$ cat src/rtl/cdb_pkg.sv
// rtl/cdb_pkg.sv - shared CDB widths and result-entry type
package cdb_pkg;

  localparam int CDB_TAG_W  = 6;
  localparam int CDB_DATA_W = 32;

  typedef struct packed {
    logic [CDB_TAG_W-1:0]  tag;
    logic [CDB_DATA_W-1:0] data;
    logic                  exc;
  } cdb_entry_t;

endpackage

$ cat src/rtl/cdb_request_buffer_if.sv
// rtl/cdb_request_buffer_if.sv - result input, arbiter handshake and CDB broadcast bundle
interface cdb_request_buffer_if import cdb_pkg::*; #(
  parameter int TAG_W  = CDB_TAG_W,
  parameter int DATA_W = CDB_DATA_W,
  parameter int DEPTH  = 4
);
  localparam int CNT_W = $clog2(DEPTH + 1);

  logic              in_valid;
  logic              in_ready;
  logic [TAG_W-1:0]  in_tag;
  logic [DATA_W-1:0] in_data;
  logic              in_exc;
  logic              REQ;
  logic              GNT;
  logic              cdb_valid;
  logic [TAG_W-1:0]  cdb_tag;
  logic [DATA_W-1:0] cdb_data;
  logic              cdb_exc;
  logic [CNT_W-1:0]  count;

  modport master (
    output in_valid, in_tag, in_data, in_exc, GNT,
    input  in_ready, REQ, cdb_valid, cdb_tag, cdb_data, cdb_exc, count
  );

  modport slave (
    input  in_valid, in_tag, in_data, in_exc, GNT,
    output in_ready, REQ, cdb_valid, cdb_tag, cdb_data, cdb_exc, count
  );

endinterface

$ cat src/rtl/cdb_fifo.sv
// rtl/cdb_fifo.sv - synchronous FIFO of CDB result entries with flush
module cdb_fifo import cdb_pkg::*; #(
  parameter int  DEPTH   = 4,
  parameter type entry_t = cdb_entry_t,
  localparam int PTR_W   = $clog2(DEPTH),
  localparam int CNT_W   = $clog2(DEPTH + 1)
) (
  input  logic             clk,
  input  logic             rst,
  input  logic             flush,
  input  logic             push,
  input  logic             pop,
  input  entry_t           wr_entry,
  output entry_t           rd_entry,
  output logic [CNT_W-1:0] count,
  output logic             full,
  output logic             empty
);

  entry_t           mem_q [DEPTH];
  entry_t           mem_d [DEPTH];
  logic [PTR_W-1:0] wr_ptr_q, wr_ptr_d;
  logic [PTR_W-1:0] rd_ptr_q, rd_ptr_d;
  logic [CNT_W-1:0] count_q, count_d;
  logic             do_push, do_pop;

  assign full     = (count_q == CNT_W'(DEPTH));
  assign empty    = (count_q == '0);
  assign count    = count_q;
  assign rd_entry = mem_q[rd_ptr_q];
  assign do_push  = push && !full;
  assign do_pop   = pop && !empty;

  // DEPTH is a power of two, so pointer wrap is plain truncation.
  always_comb begin
    mem_d    = mem_q;
    wr_ptr_d = wr_ptr_q;
    rd_ptr_d = rd_ptr_q;
    count_d  = count_q;
    if (flush) begin
      wr_ptr_d = '0;
      rd_ptr_d = '0;
      count_d  = '0;
    end else begin
      if (do_push) begin
        mem_d[wr_ptr_q] = wr_entry;
        wr_ptr_d        = wr_ptr_q + PTR_W'(1);
      end
      if (do_pop) begin
        rd_ptr_d = rd_ptr_q + PTR_W'(1);
      end
      if (do_push && !do_pop) begin
        count_d = count_q + CNT_W'(1);
      end else if (!do_push && do_pop) begin
        count_d = count_q - CNT_W'(1);
      end
    end
  end

  always_ff @(posedge clk) begin
    mem_q <= mem_d;
    if (rst) begin
      wr_ptr_q <= '0;
      rd_ptr_q <= '0;
      count_q  <= '0;
    end else begin
      wr_ptr_q <= wr_ptr_d;
      rd_ptr_q <= rd_ptr_d;
      count_q  <= count_d;
    end
  end

endmodule

$ cat src/rtl/cdb_request_buffer.sv
// rtl/cdb_request_buffer.sv - buffers FU results and broadcasts one per arbiter grant
module cdb_request_buffer import cdb_pkg::*; #(
  parameter int DEPTH  = 4,
  parameter int DATA_W = CDB_DATA_W,
  parameter int TAG_W  = CDB_TAG_W
) (
  input logic                  CLK,
  input logic                  RESET,
  input logic                  FLUSH,
  cdb_request_buffer_if.slave  bus
);

  localparam int CNT_W = $clog2(DEPTH + 1);

  typedef struct packed {
    logic [TAG_W-1:0]  tag;
    logic [DATA_W-1:0] data;
    logic              exc;
  } entry_t;

  entry_t           wr_entry, head;
  entry_t           cdb_entry_q, cdb_entry_d;
  logic             cdb_valid_q, cdb_valid_d;
  logic             push, pop, fifo_full, fifo_empty;
  logic [CNT_W-1:0] fifo_count;

  assign wr_entry = '{tag: bus.in_tag, data: bus.in_data, exc: bus.in_exc};

  // REQ and in_ready come only from the registered count, keeping the arbiter loop acyclic.
  assign bus.REQ      = !fifo_empty;
  assign bus.in_ready = !fifo_full;
  assign bus.count    = fifo_count;
  assign push         = bus.in_valid && !fifo_full;
  assign pop          = !fifo_empty && bus.GNT;

  cdb_fifo #(
    .DEPTH   (DEPTH),
    .entry_t (entry_t)
  ) u_fifo (
    .clk      (CLK),
    .rst      (RESET),
    .flush    (FLUSH),
    .push     (push),
    .pop      (pop),
    .wr_entry (wr_entry),
    .rd_entry (head),
    .count    (fifo_count),
    .full     (fifo_full),
    .empty    (fifo_empty)
  );

  always_comb begin
    cdb_valid_d = 1'b0;
    cdb_entry_d = cdb_entry_q;
    if (FLUSH) begin
      cdb_entry_d = '0;
    end else if (pop) begin
      cdb_valid_d = 1'b1;
      cdb_entry_d = head;
    end
  end

  always_ff @(posedge CLK) begin
    if (RESET) begin
      cdb_valid_q <= 1'b0;
      cdb_entry_q <= '0;
    end else begin
      cdb_valid_q <= cdb_valid_d;
      cdb_entry_q <= cdb_entry_d;
    end
  end

  assign bus.cdb_valid = cdb_valid_q;
  assign bus.cdb_tag   = cdb_entry_q.tag;
  assign bus.cdb_data  = cdb_entry_q.data;
  assign bus.cdb_exc   = cdb_entry_q.exc;

endmodule

$ cat src/flat_wrapper.sv
// flat-port wrapper written by rule: the top's interface ports become plain ports
module cdb_request_buffer_flat import cdb_pkg::*;
#(
  parameter int DEPTH  = 4,
  parameter int DATA_W = CDB_DATA_W,
  parameter int TAG_W  = CDB_TAG_W
)
  (CLK, RESET, FLUSH, bus_in_valid, bus_in_tag, bus_in_data, bus_in_exc, bus_GNT, bus_in_ready, bus_REQ, bus_cdb_valid, bus_cdb_tag, bus_cdb_data, bus_cdb_exc, bus_count);
  cdb_request_buffer_if #(.TAG_W(TAG_W), .DATA_W(DATA_W), .DEPTH(DEPTH)) bus_i ();
  input logic CLK;
  input logic RESET;
  input logic FLUSH;
  input wire logic [$bits(bus_i.in_valid)-1:0] bus_in_valid;
  input wire logic [$bits(bus_i.in_tag)-1:0] bus_in_tag;
  input wire logic [$bits(bus_i.in_data)-1:0] bus_in_data;
  input wire logic [$bits(bus_i.in_exc)-1:0] bus_in_exc;
  input wire logic [$bits(bus_i.GNT)-1:0] bus_GNT;
  output wire logic [$bits(bus_i.in_ready)-1:0] bus_in_ready;
  output wire logic [$bits(bus_i.REQ)-1:0] bus_REQ;
  output wire logic [$bits(bus_i.cdb_valid)-1:0] bus_cdb_valid;
  output wire logic [$bits(bus_i.cdb_tag)-1:0] bus_cdb_tag;
  output wire logic [$bits(bus_i.cdb_data)-1:0] bus_cdb_data;
  output wire logic [$bits(bus_i.cdb_exc)-1:0] bus_cdb_exc;
  output wire logic [$bits(bus_i.count)-1:0] bus_count;
  assign bus_i.in_valid = bus_in_valid;
  assign bus_i.in_tag = bus_in_tag;
  assign bus_i.in_data = bus_in_data;
  assign bus_i.in_exc = bus_in_exc;
  assign bus_i.GNT = bus_GNT;
  assign bus_in_ready = bus_i.in_ready;
  assign bus_REQ = bus_i.REQ;
  assign bus_cdb_valid = bus_i.cdb_valid;
  assign bus_cdb_tag = bus_i.cdb_tag;
  assign bus_cdb_data = bus_i.cdb_data;
  assign bus_cdb_exc = bus_i.cdb_exc;
  assign bus_count = bus_i.count;
  cdb_request_buffer #(.DEPTH(DEPTH), .DATA_W(DATA_W), .TAG_W(TAG_W)) u_core (.CLK(CLK), .RESET(RESET), .FLUSH(FLUSH), .bus(bus_i));
endmodule
$ cat config.mk
export PLATFORM = sky130hd
export DESIGN_NAME = cdb_request_buffer_flat
export DESIGN_NICKNAME = d
export VERILOG_FILES = /design/src/rtl/cdb_pkg.sv /design/src/rtl/cdb_request_buffer_if.sv /design/src/rtl/cdb_fifo.sv /design/src/rtl/cdb_request_buffer.sv /design/src/flat_wrapper.sv
export SDC_FILE = /design/constraint.sdc
export NUM_CORES = 1
export LEC_CHECK = 0
export CAP_MARGIN = 30
export CORE_ASPECT_RATIO = 0.5
export CORE_MARGIN = 4
export CORE_UTILIZATION = 43
export CTS_BUF_LIST = sky130_fd_sc_hd__clkbuf_8
export DETAILED_ROUTE_END_ITERATION = 6
export PLACE_DENSITY = 0.67
export RECOVER_POWER = 100
export SETUP_SLACK_MARGIN = 0.2
export SLEW_MARGIN = 15
export SYNTH_ARGS = -nofsm -noshare
export SYNTH_HDL_FRONTEND = slang
export SYNTH_SLANG_ARGS = --single-unit
$ cat constraint.sdc
create_clock -name CLK -period 2.7 [get_ports CLK]
set_input_delay 0.54 -clock CLK [delete_from_list [all_inputs] [get_ports CLK]]
set_output_delay 0.54 -clock CLK [all_outputs]
set_load 0.005 [all_outputs]
==> impl_metrics.csv <==
group,metric,value,unit
worst_setup_path,endpoint_kind,"output pin",
yosys,synth_seq_cells,203,
yosys,synth-edff-count,156,
layout,final-seq-area,5630,sq um
timing,setup_viol,0,
timing,slew_headroom,0.219,
routing,drt-total-wl,13400,microns
routing,wl_per_cell,19.0,microns
layout,final.fill_count,1294,
worst_setup_path,cp-start-kind,"flop",
timing,skew,0.0113,ns
clocking,cts_buffer_depth,3,
clocking,hold_buffers,0,
global_routing,antenna_found_initial,1,
floorplan,start_util,0.441,
worst_setup_path,crit_type,"reg -> out",
global_routing,grt_pass1_vias,3828,
job,max_cap_violations,0,
timing,tns,0,ns
layout,drive_gt1_frac,0.205,
timing,rsz0062_at_grt,"false",
clocking,clockRootBuffer,"clkbuf_8",
yosys,synth.most_common_cell,"edfxtp_1",
yosys,synth.top_cell.area_share,0.647,
clocking,cts_sinks,203,
routing,post-route-drc-count,0,
routing,drt-pass1-iter-count,4,
clocking,h-tree-depth,1,
timing,post-route-min-period,2.43,ns
layout,nNetsFinal,505,
power_and_ir_drop,p_leak,3.13,nW
routing,drtIter0Drc,170,
placed_design,portBuffers,88,
global_routing,grt_max_degree,40,
hold_path,hp-class,"reg -> reg",
worst_setup_path,path_cells,"or3_1 > clkdlybuf4s50_1",
worst_setup_path,critPathTopFamily,"buffers and inverters",
yosys,synth_commonest_cells,"edfxtp_1, dfxtp_1, a22o_1, mux4_2, buf_2",
outcome,outcome,"finished clean",
routing,postRouteAntennaNets,0,
floorplan,design.die.area,19100,sq um
yosys,netlist_area,7240,sq um
yosys,synthDistinctLibCells,26,
floorplan,ios,89,
floorplan,die_h,99.8,microns
timing,hold_viol,0,
power_and_ir_drop,ir_worst_vdd,0.392,mV
worst_setup_path,cpMaxStageDelayCell,"clkdlybuf4s50_1",
timing,worst_pin_slew,1.17,ns
yosys,syn_nets,391,
timing,fmax,411,MHz
worst_setup_path,cp.arrival,1.89,ns
global_routing,grt.total_usage,0.140,
clocking,clock_latency,0.53,ns
yosys,yosys_warnings,0,
floorplan,design.core.area,16400,sq um
layout,area_growth_syn_to_layout,24.1,%
worst_setup_path,reg2reg_from,"u_core.u_fifo.count[0]",
placed_design,pre_cts_ws,0.144,ns
global_routing,grt-ovfl-total,0,
routing,routed_via_density,4.97,
worst_setup_path,crit_buf_inv,1,
yosys,synth_cells,341,
global_routing,grt_pass1_wl,20700,microns
yosys,syn_area_per_cell,21.2,sq um
floorplan,fp.dieW,192,microns
worst_setup_path,slowest_delay,0.49,ns
power_and_ir_drop,power.density,670,nW/um^2
floorplan,rows,33,
clocking,clk_pin_slew,0.06,ns
timing,finalWorstSetupSlack,0.266,ns
placed_design,place.gp.congestion,0.694,
yosys,seq_area_frac_synth,0.777,
worst_setup_path,cp_max_fo,7,
placed_design,dpl.hpwl,7860,microns
timing,fin_crit_sh,0.901,
yosys,yosys-top-cells-area,"edfxtp_1, dfxtp_1, mux4_2",
yosys,ys.flop_type,"edfxtp_1",
layout,n_antenna_cell,0,
routing,via_count,3501,
yosys,synth_top_area_cell,"edfxtp_1",
hold_path,min_from,"u_core.bus.cdb_tag[0]",
yosys,synthArstFlopShare,0,
layout,multiInputGateArea,1520,sq um
worst_setup_path,cp.required,2.16,ns
clocking,cts_made_buffers,29,
clocking,cts_tree,"done",
timing,maxSlewViolCount,0,
worst_setup_path,crit_start,"u_core.u_fifo.count[0]",
## flip-flops by register name, summed over array words and instances, names as in the netlist
| signal | flops |
|---|---|
| u_core.bus.cdb_data | 32 |
| u_core.bus.cdb_exc | 1 |
| u_core.bus.cdb_tag | 6 |
| u_core.bus.cdb_valid | 1 |
| u_core.u_fifo.count | 3 |
| u_core.u_fifo.mem_q | 156 |
| u_core.u_fifo.rd_ptr_q | 2 |
| u_core.u_fifo.wr_ptr_q | 2 |
## worst register-to-register path: stages (launching register included)
cell and delay [ns]:
dfxtp_1 0.55, nor3b_4 0.10, nor3_1 0.26, and2_2 0.19
clkbuf_2 0.86
## cells by family (layout without fill, tap and decap cells)
kind of cell,Yosys count,count (layout),synth area share
simple gates,17,17,0.0130
flops,203,203,0.777
buf+inv,23,160,0.0156
xor+xnor,4,4,0.00484
compound gates,48,48,0.0555
fa+ha+maj,6,6,0.0114
mux,40,40,0.123
## through the flow
stage	area, sq um	hold WS (ns)	utilization	power [W]	instances
after floorplan	7240	0.466	-	0.00374	341
after global placement	8510	0.465	0.518	0.00395	650
after detailed placement	8510	0.466	0.518	0.00396	650
after CTS	9050	0.483	0.551	0.00612	704
after global routing	8980	0.484	0.547	0.00627	705
final	8980	0.471	0.547	0.00602	705
## final timing paths
check	end	slack, ns	depth (start not counted)
worst max-delay path	bus_REQ	0.27	2
worst min-delay path	u_core.bus.cdb_tag[0]	0.47	1
worst max register to register	u_core.u_fifo.mem_q[41]	0.32	4
worst min register to register	u_core.bus.cdb_tag[0]	0.47	1
## where the power goes
| group | internal (W) | total, W | switching, W |
|---|---|---|---|
| clock | 0.00109 | 0.00216 | 0.00107 |
| combinational | 0.000203 | 0.000369 | 0.000167 |
| sequential | 0.00344 | 0.00349 | 0.0000481 |
## placed cells by master, fill, tap and decap left out, types with 2 or more instances in the layout
cell,count
buf_4,2
inv_1,19
a22o_1,39
nand3_1,2
ha_1,5
clkdlybuf4s50_1,6
clkbuf_8,32
clkinv_2,5
and2_2,4
a21oi_1,3
dfxtp_1,45
dlygate4sd3_1,82
nor2_1,6
or3_1,2
mux4_2,39
clkinv_1,2
clkbuf_2,5
o21ai_0,3
dfxtp_2,2
buf_12,3
edfxtp_1,156
xor2_1,4
## per-layer routing
| layer | part of all wire | vias up | track usage | wire length (microns) |
|---|---|---|---|---|
| li1 | - | 1634 | - | - |
| met2 | 0.53 | 65 | 0.248 | 7070 |
| met4 | 0.016 | 2 | 0.0320 | 212 |
| met5 | 0.00089 | - | 0 | 12 |
| met3 | 0.046 | 20 | 0.0351 | 613 |
| met1 | 0.41 | 1780 | 0.177 | 5510 |
## area by class of cell
class                           count  share of cell area
Clock inverter                     22              0.0103
Multi-Input combinational cell    115               0.169
Timing Repair Buffer              101               0.111
Clock buffer                       32              0.0490
Inverter                            5             0.00209
Sequential cell                   203               0.627
Tap cell                          227              0.0316
## repair_timing
item / in CTS / in global routing
resized for setup: 1 / 2
gates cloned: 0 / 0
setup buffers: 0 / 1
endpoints found under the setup margin: 1 / 1
pin swaps: 0 / 1
endpoints found under the hold margin: 0 / 0
Power figures use the tool's default switching activity.
